==> config.mk <==
export PLATFORM = sky130hd
export DESIGN_NAME = fsk_demod_period_v2
export DESIGN_NICKNAME = d
export VERILOG_FILES = /design/src/rtl/fsk_demod_period_v2.sv
export SDC_FILE = /design/constraint.sdc
export NUM_CORES = 1
export LEC_CHECK = 0
export ABC_AREA = 0
export BUFFER_PORTS_ARGS = -buffer_cell sky130_fd_sc_hd__buf_2
export CELL_PAD_IN_SITES_DETAIL_PLACEMENT = 1
export CELL_PAD_IN_SITES_GLOBAL_PLACEMENT = 1
export CORE_MARGIN = 2
export CORE_UTILIZATION = 52
export CTS_CLUSTER_SIZE = 30
export DETAILED_ROUTE_END_ITERATION = 12
export PLACE_DENSITY = 0.95
export SYNTH_ARGS = -nofsm -noshare
export SYNTH_HDL_FRONTEND = slang
export SYNTH_SLANG_ARGS = --single-unit
export TNS_END_PERCENT = 1
==> constraint.sdc <==
create_clock -name clk -period 9.18 [get_ports clk]
set_input_delay 2.295 -clock clk [delete_from_list [all_inputs] [get_ports clk]]
set_output_delay 2.295 -clock clk [all_outputs]
set_load 0.01 [all_outputs]
==> src/rtl/fsk_demod_period_v2.sv <==
// Period-counting FSK demodulator: synchronises the comparator input, sums N
// rising-edge periods and classifies the sum against mark/space windows.
module fsk_demod_period_v2 #(
  parameter int CNT_W              = 14,
  parameter int PERIODS_TO_MEASURE = 2,
  parameter int MIN_PERIOD         = 20,
  parameter int TIMEOUT            = 10000,
  parameter int MARK_LO            = 142,
  parameter int MARK_HI            = 150,
  parameter int SPACE_LO           = 97,
  parameter int SPACE_HI           = 103,
  parameter int SYNC_STAGES        = 2
) (
  input  logic               clk,
  input  logic               rst_n,
  input  logic               fsk_in,
  output logic               data_out,
  output logic               data_valid,
  output logic               bit_err,
  output logic               locked,
  output logic [CNT_W+4:0]   period_sum
);

  localparam int SUM_W = CNT_W + 5;

  localparam logic [CNT_W-1:0] CNT_MAX   = '1;
  localparam logic [CNT_W-1:0] TMO       = CNT_W'(TIMEOUT);
  localparam logic [CNT_W:0]   MIN_P     = (CNT_W+1)'(MIN_PERIOD);
  localparam logic [4:0]       LAST_IDX  = 5'(PERIODS_TO_MEASURE - 1);
  localparam logic [SUM_W-1:0] MARK_MIN  = SUM_W'(PERIODS_TO_MEASURE * MARK_LO);
  localparam logic [SUM_W-1:0] MARK_MAX  = SUM_W'(PERIODS_TO_MEASURE * MARK_HI);
  localparam logic [SUM_W-1:0] SPACE_MIN = SUM_W'(PERIODS_TO_MEASURE * SPACE_LO);
  localparam logic [SUM_W-1:0] SPACE_MAX = SUM_W'(PERIODS_TO_MEASURE * SPACE_HI);

  typedef enum logic {IDLE, MEASURE} state_t;

  state_t                 r_state;
  state_t                 w_state_nxt;
  logic [SYNC_STAGES-1:0] r_sync;
  logic                   r_hist;
  logic [CNT_W-1:0]       r_cnt;
  logic [SUM_W-1:0]       r_sum;
  logic [4:0]             r_np;
  logic                   r_cls_go;
  logic [SUM_W-1:0]       r_cls_sum;
  logic                   r_data;
  logic                   r_valid;
  logic                   r_err;
  logic                   r_locked;
  logic [SUM_W-1:0]       r_psum;

  logic                   w_rise;
  logic [CNT_W:0]         w_p;
  logic                   w_start;
  logic                   w_accept;
  logic                   w_last;
  logic                   w_timeout;
  logic [SUM_W-1:0]       w_sum_nxt;
  logic                   w_is_mark;
  logic                   w_is_space;

  assign w_rise     = r_sync[SYNC_STAGES-1] & ~r_hist;
  assign w_p        = {1'b0, r_cnt} + 1'b1;
  assign w_start    = (r_state == IDLE) && w_rise;
  assign w_accept   = (r_state == MEASURE) && w_rise && (w_p >= MIN_P);
  assign w_last     = w_accept && (r_np == LAST_IDX);
  // An edge in the timeout cycle takes priority over declaring carrier loss.
  assign w_timeout  = (r_state == MEASURE) && !w_rise && (r_cnt == TMO);
  assign w_sum_nxt  = r_sum + SUM_W'(w_p);
  assign w_is_mark  = (r_cls_sum >= MARK_MIN) && (r_cls_sum <= MARK_MAX);
  assign w_is_space = (r_cls_sum >= SPACE_MIN) && (r_cls_sum <= SPACE_MAX);

  always_ff @(posedge clk or negedge rst_n) begin
    if (!rst_n) r_state <= IDLE;
    else        r_state <= w_state_nxt;
  end

  always_comb begin
    w_state_nxt = r_state;
    if (w_start)   w_state_nxt = MEASURE;
    if (w_timeout) w_state_nxt = IDLE;
  end

  always_ff @(posedge clk or negedge rst_n) begin
    if (!rst_n) begin
      r_sync    <= '0;
      r_hist    <= 1'b0;
      r_cnt     <= '0;
      r_sum     <= '0;
      r_np      <= '0;
      r_cls_go  <= 1'b0;
      r_cls_sum <= '0;
    end else begin
      r_sync <= {r_sync[SYNC_STAGES-2:0], fsk_in};
      r_hist <= r_sync[SYNC_STAGES-1];

      if (w_start || w_accept) r_cnt <= '0;
      else if (r_cnt != CNT_MAX) r_cnt <= r_cnt + 1'b1;

      // The completing edge also opens the next window, so sum restarts at 0.
      if (w_start || w_timeout || w_last) begin
        r_sum <= '0;
        r_np  <= '0;
      end else if (w_accept) begin
        r_sum <= w_sum_nxt;
        r_np  <= r_np + 1'b1;
      end

      r_cls_go <= w_last;
      if (w_last) r_cls_sum <= w_sum_nxt;
    end
  end

  always_ff @(posedge clk or negedge rst_n) begin
    if (!rst_n) begin
      r_data   <= 1'b0;
      r_valid  <= 1'b0;
      r_err    <= 1'b0;
      r_locked <= 1'b0;
      r_psum   <= '0;
    end else begin
      r_valid <= 1'b0;
      r_err   <= 1'b0;
      if (r_cls_go) begin
        r_psum <= r_cls_sum;
        if (w_is_mark) begin
          r_data   <= 1'b1;
          r_valid  <= 1'b1;
          r_locked <= 1'b1;
        end else if (w_is_space) begin
          r_data   <= 1'b0;
          r_valid  <= 1'b1;
          r_locked <= 1'b1;
        end else begin
          r_err <= 1'b1;
        end
      end
      if (w_timeout) r_locked <= 1'b0;
    end
  end

  assign data_out   = r_data;
  assign data_valid = r_valid;
  assign bit_err    = r_err;
  assign locked     = r_locked;
  assign period_sum = r_psum;

endmodule

# == After elaboration in Yosys (flattened, before gate mapping) ==
# Index checks and enable logic that the tools add are counted.
# op_classes
reduce_logical,20
n_lt_le_gt_ge,5
eq_ne,3
n_mux,20
n_addsub,4
n_bitwise,3
# ops
op,count
$mux 19,2
$mux 14,2
$add 19x15->19,1
$ge 19x8->1 const B,1
$ge 19x9->1 const B,1
$le 19x8->1 const B,1
$le 19x9->1 const B,1
$add 14x1->15 const B,1
$ge 15x5->1 const B,1
$add 14x1->14 const B,1
$eq 14x14->1 const B,1
$mux 1,14
$ne 14x14->1 const B,1
$mux 5,2
$reduce_bool 2->1,5
$logic_and 1x1->1,8
$add 5x1->5 const B,1
$eq 5x1->1 const B,1
$reduce_and 2->1,2
$logic_or 1x1->1,3
$reduce_bool 3->1,1
$not 1->1,2
$and 1x1->1,1
$logic_not 1->1,1
# totals
regBits,85
inputBits,3

# == Logic depth before layout (Yosys ltp) ==
# Gate-level depths: netlist (run 1).
# depth
ltp_word,8
ltp_mapped,15
ltp_nobuf,13

# == Least setup slack after synthesis (run 1) ==
# Ideal clock, no wire load.
# synth_path
path_kind,register to register
start,register r_cnt[0]
end,register r_sum[13]
path_slack_ps,5912
stages_incl_launch_ff,15
synth_period_minus_slack_ps,3268
arrival_time_ps,3136
setup_ps,132
path_buffers,2
required_ps,9048
cell_sequence,dfrtp_1 > ha_1 > buf_2 > and4_1 > a21oi_1 > or2_2 > ha_1 > clkbuf_1 > and4_1 > and3_1 > nor3_1 > nand2_1 > maj3_1 > xnor2_1 > o21ai_0
# synth_between
elab_chain_cells,6
# synth_lines
element,line,source
"start, declared",41,logic [CNT_W-1:0] r_cnt;
"start signal, assigned",98,else if (r_cnt != CNT_MAX) r_cnt <= r_cnt + 1'b1;
"parallel branches: the longest is 6 deep, another holds $add 19x15->19",n/a,
"end signal, assigned",105,r_sum <= w_sum_nxt;
"end, declared",42,logic [SUM_W-1:0] r_sum;
# Parallel ways; which one is timed is not known. The select of a mux whose other input is x is not followed.
# A chain may end at the register's enable or synchronous reset.

# == Final worst setup path (run 1) ==
# layout_path
start,register r_cnt[6]
end,register r_cls_sum[12]
# layout_between
elab_chain_cells,4
# layout_lines
element,line,source
$add 14x1->15 (*),63,"assign w_p = {1'b0, r_cnt} + 1'b1;"
$ge 15x5->1,65,assign w_accept = (r_state == MEASURE) && w_rise && (w_p >= MIN_P);
$logic_and 1x1->1,65,
$logic_and 1x1->1,66,assign w_last = w_accept && (r_np == LAST_IDX);
"end signal, assigned",110,if (w_last) r_cls_sum <= w_sum_nxt;
"end, declared",45,logic [SUM_W-1:0] r_cls_sum;
# Mark *: on every way between the ends. The rest lies on a longest branch, timed or not.

==> qor.yml, run 1 <==
sta:
  finalSetupTns_ns: 0
  report.final.hold_viol_count: 0
  layout_worst_path_cycle_share_pct: 47.2
  setup_violations: 0
  worst_pin_slew_ns: 1.18
  timing.slew.headroom_pct: 21.0
  final.setup.worst_slack_ns: 4.85
  grt_setup_unrepaired: "false"
  clock.fmax_mhz: 231
  slew_viol_final: 0
  finClkSkew_ns: 0.0135
  finalCriticalPeriod_ns: 4.33
power_and_ir_drop:
  total_power_mw: 1.22
  power.ir.vdd_worst_uv: 109
  p_per_area_nw_per_um2: 239
  total_leakage_power_nw: 2.38
job:
  max_cap_viols: 0
setup_path:
  setup.worst_path.class: "reg -> reg"
  timing.critical_path.max_delay_family: "compound AO/OA/AOI/OAI gates"
  worst-endpoint-required_ns: 9.41
  worstPathCellList: "nand3_1, nor4_2, xor2_1, ha_1, a21oi_1, o21bai_1, a2111oi_1, nor2_1, xnor2_1, xnor2_1, o21ai_0"
  cp.arrival_ns: 4.56
  max_stage_delay_ns: 0.85
  timing.critical_path.mode_cell: "sky130_fd_sc_hd__xnor2_1"
  timing.critical_path.buf_inv: 0
  path_max_fanout: 8
  critical_path.startpoint: "r_cnt[6]"
  timing.critical_path.to_type: "flop"
  crit_path_top_delay_cell: "sky130_fd_sc_hd__a2111oi_1"
  reg2reg_slack_ns: 4.85
  worst_setup_path_start_kind: "flop"
  timing.rr.start: "r_cnt[6]"
clocking:
  worstSkewPairLatency_ns: 0.38
  cts.path.max_buffers: 2
  clock_sink_count: 85
  ctsHoldBuffers: 0
  cts_tree: "done"
  cts_max_level: 3
  clk_transition_reported_paths_ns: 0.09
  ctsResizeCount: 0
  postCtsSetupBuffers: 0
  clock-root-buffer: "sky130_fd_sc_hd__clkbuf_8"
  cts_buffers: 9
layout:
  nFillCells: 959
  proportion_of_layout_cells_with_a_drive_suffix_above_1_pct: 17.7
  final_nets: 502
  final_util_pct: 58.4
  area_delta_synth_final_pct: 7.94
  num_antenna_cells: 0
floorplanning:
  design.die.area_um2: 9900
  placeableCoreArea_um2: 8760
  io_pins: 26
  chipWidth_um: 99.5
  std_cell_rows: 34
  dieHeight_um: 99.5
  initial_core_util_pct: 54.1
synthesis:
  dominant_combinational_cell_family_by_area_after_synthesis: "compound AO/OA/AOI/OAI gates"
  yosysWarnings: 0
  synth_enable_flop_cells: 0
  synthDistinctLibCells: 66
  seq_area_frac_synth_pct: 44.9
  post_synth_fa_ha_maj_area_fraction_pct: 5.38
  synth_cell_area_um2: 4740
  synthFlopType: "sky130_fd_sc_hd__dfrtp_1"
  synthCells: 464
  synth-compound-area-share_pct: 18.5
  synth.area.mux_share_pct: 7.79
  asyncSetResetFlopFracSynth_pct: 100
  synthesis.area_per_instance_um2: 10.2
  mappedNetlistNets: 486
  synth_xor_area_share_pct: 4.43
  postSynthRegisterBits: 85
  post_synth_and_or_nand_nor_area_fraction_pct: 15.4
grt:
  pin_count_of_the_biggest_net_entering_global_routing: 51
  gr_util_all_layers_pct: 30.0
  gr-total-overflow: 0
  number_of_global_route_vias_before_repair: 4253
  wire_length_of_the_first_global_routing_pass_mm: 22.9
  antenna_violations_before_repair: 0
drt:
  detailed_route_wl_mm: 14.1
  drtPass1Iterations: 4
  routed-via-count: 3938
  vias_per_cell: 6.64
  final_antenna_net_count: 0
  drt_first_iter_violations: 280
  wl_per_cell_um: 23.7
  post-route-drc-count: 0
placed_design:
  detailed_place_hpwl_mm: 10.1
  placement.io_buffers: 25
  routabilityCongestion: 0.982
  place_worst_setup_slack_ns: 5.05
outcome:
  status: "finished clean"
worst_hold_path:
  timing.hold.worst.start: "r_sync[0]"
  hold_path_class: "reg -> reg"
[state kept, by name, summed over array words and instances (netlist names)]
signal      cells
r_np            5
r_hist          1
r_cnt          14
locked          1
r_state         1
r_sum          19
data_valid      1
r_cls_sum      19
data_out        1
r_sync          2
r_cls_go        1
bit_err         1
period_sum     19
[stage by stage]
step                      cells  hold WS (ns)  cell area [µm²]
after detailed placement    577         0.337             4920
after CTS                   593         0.357             5120
after global placement      577         0.333             4920
after floorplan             464         0.331             4740
final                       593         0.354             5120
after global routing        593         0.377             5120
[report_power, final]
part	leakage (nW)	total [mW]	switching, mW	internal (mW)
combinational	1.13	0.438	0.268	0.170
sequential	1.15	0.500	0.0715	0.429
clock	0.0988	0.285	0.156	0.129
total	2.38	1.22	0.495	0.728
[path summary, 6_finish.rpt]
check / depth (start not counted) / endpoint
setup / recovery: 11 / r_cls_sum[12]
hold / removal: 0 / r_sync[1]
setup reg to reg: 11 / r_cls_sum[12]
hold reg to reg: 0 / r_sync[1]
max in group asynchronous: 2 / period_sum[2]
min in group asynchronous: 1 / r_sum[8]
[cells in the mapped netlist (all sizes together) (10+ instances only)]
cell / number / area [µm²]
a22o: 13 / 114
nor3: 16 / 80.1
nand2: 31 / 116
mux2: 31 / 349
inv: 20 / 75.1
o21ai: 30 / 150
nand4: 12 / 81.3
nand3: 15 / 75.1
xnor2: 16 / 140
nor2: 20 / 80.1
ha: 18 / 225
nor4: 10 / 68.8
clkbuf: 10 / 37.5
dfrtp: 85 / 2130
a21oi: 25 / 125
buf: 11 / 58.8
[logic make-up after synthesis]
family	Yosys count
flops	85
fa+ha+maj	20
mux	33
compound gates	123
xor+xnor	24
buf+inv	41
simple gates	138
[placed cells by master, fill, tap and decap left out, drive strengths merged, types with 5 or more instances in the layout]
| cell | count |
|---|---|
| xnor2 | 16 |
| nand3 | 15 |
| a22o | 13 |
| o21ai | 30 |
| a31oi | 5 |
| buf | 26 |
| inv | 22 |
| or3 | 9 |
| nand2 | 31 |
| o21a | 6 |
| nor3 | 16 |
| a21oi | 25 |
| o21ba | 7 |
| nor4 | 10 |
| nand4 | 12 |
| ha | 18 |
| nand2b | 5 |
| a211oi | 8 |
| xor2 | 8 |
| mux2 | 31 |
| nor2 | 20 |
| clkbuf | 10 |
| dfrtp | 85 |
[routing by layer]
layer / GRT usage (%) / share of wire, % / vias to the layer above
met1: 37.1 / 40 / 1974
li1: - / - / 1744
met3: 3.72 / 4.6 / 51
met5: 0 / 0 / -
met4: 18.7 / 5.3 / 0
met2: 50.2 / 50 / 169
[final cells by class]
cell class	instances	area (µm²)	area share (%)
Tap cell	108	135	2.64
Clock inverter	6	71.3	1.39
Clock buffer	10	128	2.49
Timing Repair Buffer	26	135	2.64
Sequential cell	85	2130	41.6
Inverter	20	75.1	1.47
Multi-Input combinational cell	338	2450	47.8
Note: power is estimated with default switching activity, not from simulation.
==> run 2, diff against run 1 <==
--- a/config.mk
+++ b/config.mk
@@ -10,10 +10,10 @@
 export CELL_PAD_IN_SITES_DETAIL_PLACEMENT = 1
 export CELL_PAD_IN_SITES_GLOBAL_PLACEMENT = 1
 export CORE_MARGIN = 2
-export CORE_UTILIZATION = 52
+export CORE_UTILIZATION = 49
 export CTS_CLUSTER_SIZE = 30
 export DETAILED_ROUTE_END_ITERATION = 12
-export PLACE_DENSITY = 0.95
+export PLACE_DENSITY = 0.9
 export SYNTH_ARGS = -nofsm -noshare
 export SYNTH_HDL_FRONTEND = slang
 export SYNTH_SLANG_ARGS = --single-unit
==> constraint.sdc (replaced) <==
create_clock -name clk -period 4.5 [get_ports clk]
set_input_delay 1.125 -clock clk [delete_from_list [all_inputs] [get_ports clk]]
set_output_delay 1.125 -clock clk [all_outputs]
set_load 0.01 [all_outputs]
==> qor.yml, run 2 (same netlist as run 1, synthesis figures left out) <==
outcome:
  status: "finished clean"
drt:
  drtPass1Iterations: 4  # unchanged
  drt_first_iter_violations: 205  # -27%
  wl_per_cell_um: 21.6  # -8.9%
  detailed_route_wl_mm: 13.3  # -5.5%
  post-route-drc-count: 0  # unchanged
  final_antenna_net_count: 0  # unchanged
  vias_per_cell: 6.20  # -6.7%
  routed-via-count: 3812  # -3.2%
clocking:
  ctsHoldBuffers: 0  # unchanged
  cts_max_level: 3  # unchanged
  postCtsSetupBuffers: 0  # unchanged
  cts_tree: "done"
  cts_buffers: 9  # unchanged
  clk_transition_reported_paths_ns: 0.09  # about the same
  cts.path.max_buffers: 2  # unchanged
  clock_sink_count: 85  # unchanged
  worstSkewPairLatency_ns: 0.37  # about the same
  ctsResizeCount: 0  # unchanged
  clock-root-buffer: "sky130_fd_sc_hd__clkbuf_8"
sta:
  slew_viol_final: 0  # unchanged
  clock.fmax_mhz: 254  # +10%
  report.final.hold_viol_count: 0  # unchanged
  grt_setup_unrepaired: "false"
  finalSetupTns_ns: 0  # unchanged
  finClkSkew_ns: 0.0105  # -0.00295 ns
  timing.slew.headroom_pct: 24.8  # +3.9 points
  finalCriticalPeriod_ns: 3.94  # -0.392 ns
  layout_worst_path_cycle_share_pct: 87.5  # +40 points
  worst_pin_slew_ns: 1.13  # -0.0511 ns
  final.setup.worst_slack_ns: 0.563  # -4.29 ns
  setup_violations: 0  # unchanged
setup_path:
  setup.worst_path.class: "reg -> reg"
  crit_path_top_delay_cell: "sky130_fd_sc_hd__a2111oi_2"
  worst_setup_path_start_kind: "flop"
  timing.rr.start: "r_cnt[2]"
  worstReg2RegEnd: "r_cls_sum[14]"
  reg2reg_slack_ns: 0.56  # -4.29 ns
  path_max_fanout: 10  # +2
  timing.critical_path.to_type: "flop"
  worst_r2r_path_depth: 11  # unchanged
  critical_path.endpoint: "r_cls_sum[14]"
  worst-endpoint-required_ns: 4.77  # -4.64 ns
  critical_path.startpoint: "r_cnt[2]"
  worstPathCellList: "nand4_1, nor4_2, xor2_1, ha_1, a21oi_1, o21bai_1, a2111oi_2, nor2_1, a2111oi_0, nor3_1, o21ai_0"
  max_stage_delay_ns: 0.59  # -0.26 ns
  cp.arrival_ns: 4.21  # -0.35 ns
layout:
  final_nets: 503  # +0.20%
  area_delta_synth_final_pct: 9.79
  num_antenna_cells: 0  # unchanged
  final_util_pct: 55.8  # -2.6 points
  proportion_of_layout_cells_with_a_drive_suffix_above_1_pct: 18.1  # +0.38 points
  layout_common_cells: "sky130_fd_sc_hd__dfrtp_1 (85), sky130_fd_sc_hd__nand2_1 (31), sky130_fd_sc_hd__a21oi_1 (25), sky130_fd_sc_hd__o21ai_0 (25), sky130_fd_sc_hd__mux2_2 (25)"
  final_cells: 615  # +3.7%
  mostFrequentLayoutCell: "sky130_fd_sc_hd__dfrtp_1"
floorplanning:
  chipWidth_um: 102  # +2.9%
  initial_core_util_pct: 50.8  # -3.3 points
  io_pins: 26  # unchanged
  std_cell_rows: 35  # +2.9%
  placeableCoreArea_um2: 9330  # +6.4%
  design.die.area_um2: 10500  # +5.9%
  dieHeight_um: 102  # +2.9%
grt:
  antenna_violations_before_repair: 0  # unchanged
  top_usage_layer: "met2"
  met3_usage_pct: 5.88  # +2.2 points
  number_of_global_route_vias_before_repair: 4085  # -4.0%
  gr-total-overflow: 0  # unchanged
  wire_length_of_the_first_global_routing_pass_mm: 21.9  # -4.8%
  grt_use_met1_pct: 34.8  # -2.3 points
  pin_count_of_the_biggest_net_entering_global_routing: 86  # +69%
  met2_usage_grt_pct: 48.7  # -1.5 points
  gr_util_all_layers_pct: 27.9  # -2.1 points
placed_design:
  placement.io_buffers: 25  # unchanged
  detailed_place_hpwl_mm: 9.00  # -11%
  routabilityCongestion: 0.967  # -1.6%
  dp.cells: 599  # +3.8%
  place_worst_setup_slack_ns: 0.522  # -4.53 ns
power_and_ir_drop:
  comb_power_share_pct: 34.4  # -1.4 points
  power_switching_share_pct: 38.9  # -1.6 points
  power.ir.vdd_worst_uv: 196  # +80%
  total_leakage_power_nw: 2.42  # +1.5%
  p_per_area_nw_per_um2: 504  # +110%
  power.share.sequential_pct: 38.9  # -2.0 points
  power_report.internal_total_mw: 1.60  # +120%
  power.net_switching_mw: 1.02  # +110%
  p_clk_share_pct: 26.7  # +3.4 points
job:
  max_cap_viols: 0  # unchanged
worst_hold_path:
  holdPathStages: 0  # unchanged
  hold_path_class: "reg -> reg"
[run 2: cell count changes in the layout (fill, tap and decap cells not counted), sizes merged]
cell | previous run | this run
clkinvlp | 1 | 0
inv | 22 | 24
clkinv | 2 | 0
buf | 26 | 27
clkbuf | 10 | 9
bufinv | 1 | 3
[run 2: routing by layer]
metal  share of wire [%]  wire length [µm]  vias up
met5                   0                 0        -
met4                 2.0               272        0
met3                 3.9               525       24
met2                  52              6970       84
met1                  42              5530     1970
li1                    -                 -     1734
[run 2: worst min path at each step]
stage,slack [ns],from,to
final,0.36,r_sync[0],r_sync[1]
after global routing,0.38,r_sync[0],r_sync[1]
after CTS,0.37,r_sync[0],r_sync[1]
after detailed placement,0.35,r_sync[0],r_sync[1]
after global placement,0.34,r_sync[0],r_sync[1]
after floorplan,0.33,r_sync[0],r_sync[1]
[run 2: stage by stage]
stage	total power, mW	hold slack, ns	area, µm²
finish	2.62	0.365	5200
detailed placement	1.87	0.347	4950
CTS	2.62	0.369	5200
global placement	1.79	0.338	4950
global route	2.75	0.379	5200
floorplan	1.60	0.331	4740
[run 2: critical path, delay by kind of cell, from the launching register on]
family | cells | cell delay [ns]
adder cells (fa/ha/maj) | 1 | 0.36
AND/OR/NAND/NOR | 4 | 0.99
flip-flops | 1 | 0.53
AO/OA/AOI/OAI | 5 | 1.72
XOR/XNOR | 1 | 0.24
[run 2: area by class of cell]
class,count,area (µm²)
sequential,85,2130
clock buffer,9,124
clock inverter,7,128
timing repair buffer,27,143
multi-input combinational,338,2450
fill,1043,4120
tap,129,161
inverter,20,75.1
[run 2: power by group through the flow]
stage               clock network (mW)  registers, mW  logic, mW
finish                           0.700           1.02      0.903
global route                     0.742           1.04      0.970
CTS                              0.707           1.02      0.892
detailed placement                   0           1.03      0.843
global placement                     0           1.01      0.773
floorplan                            0          0.978      0.623
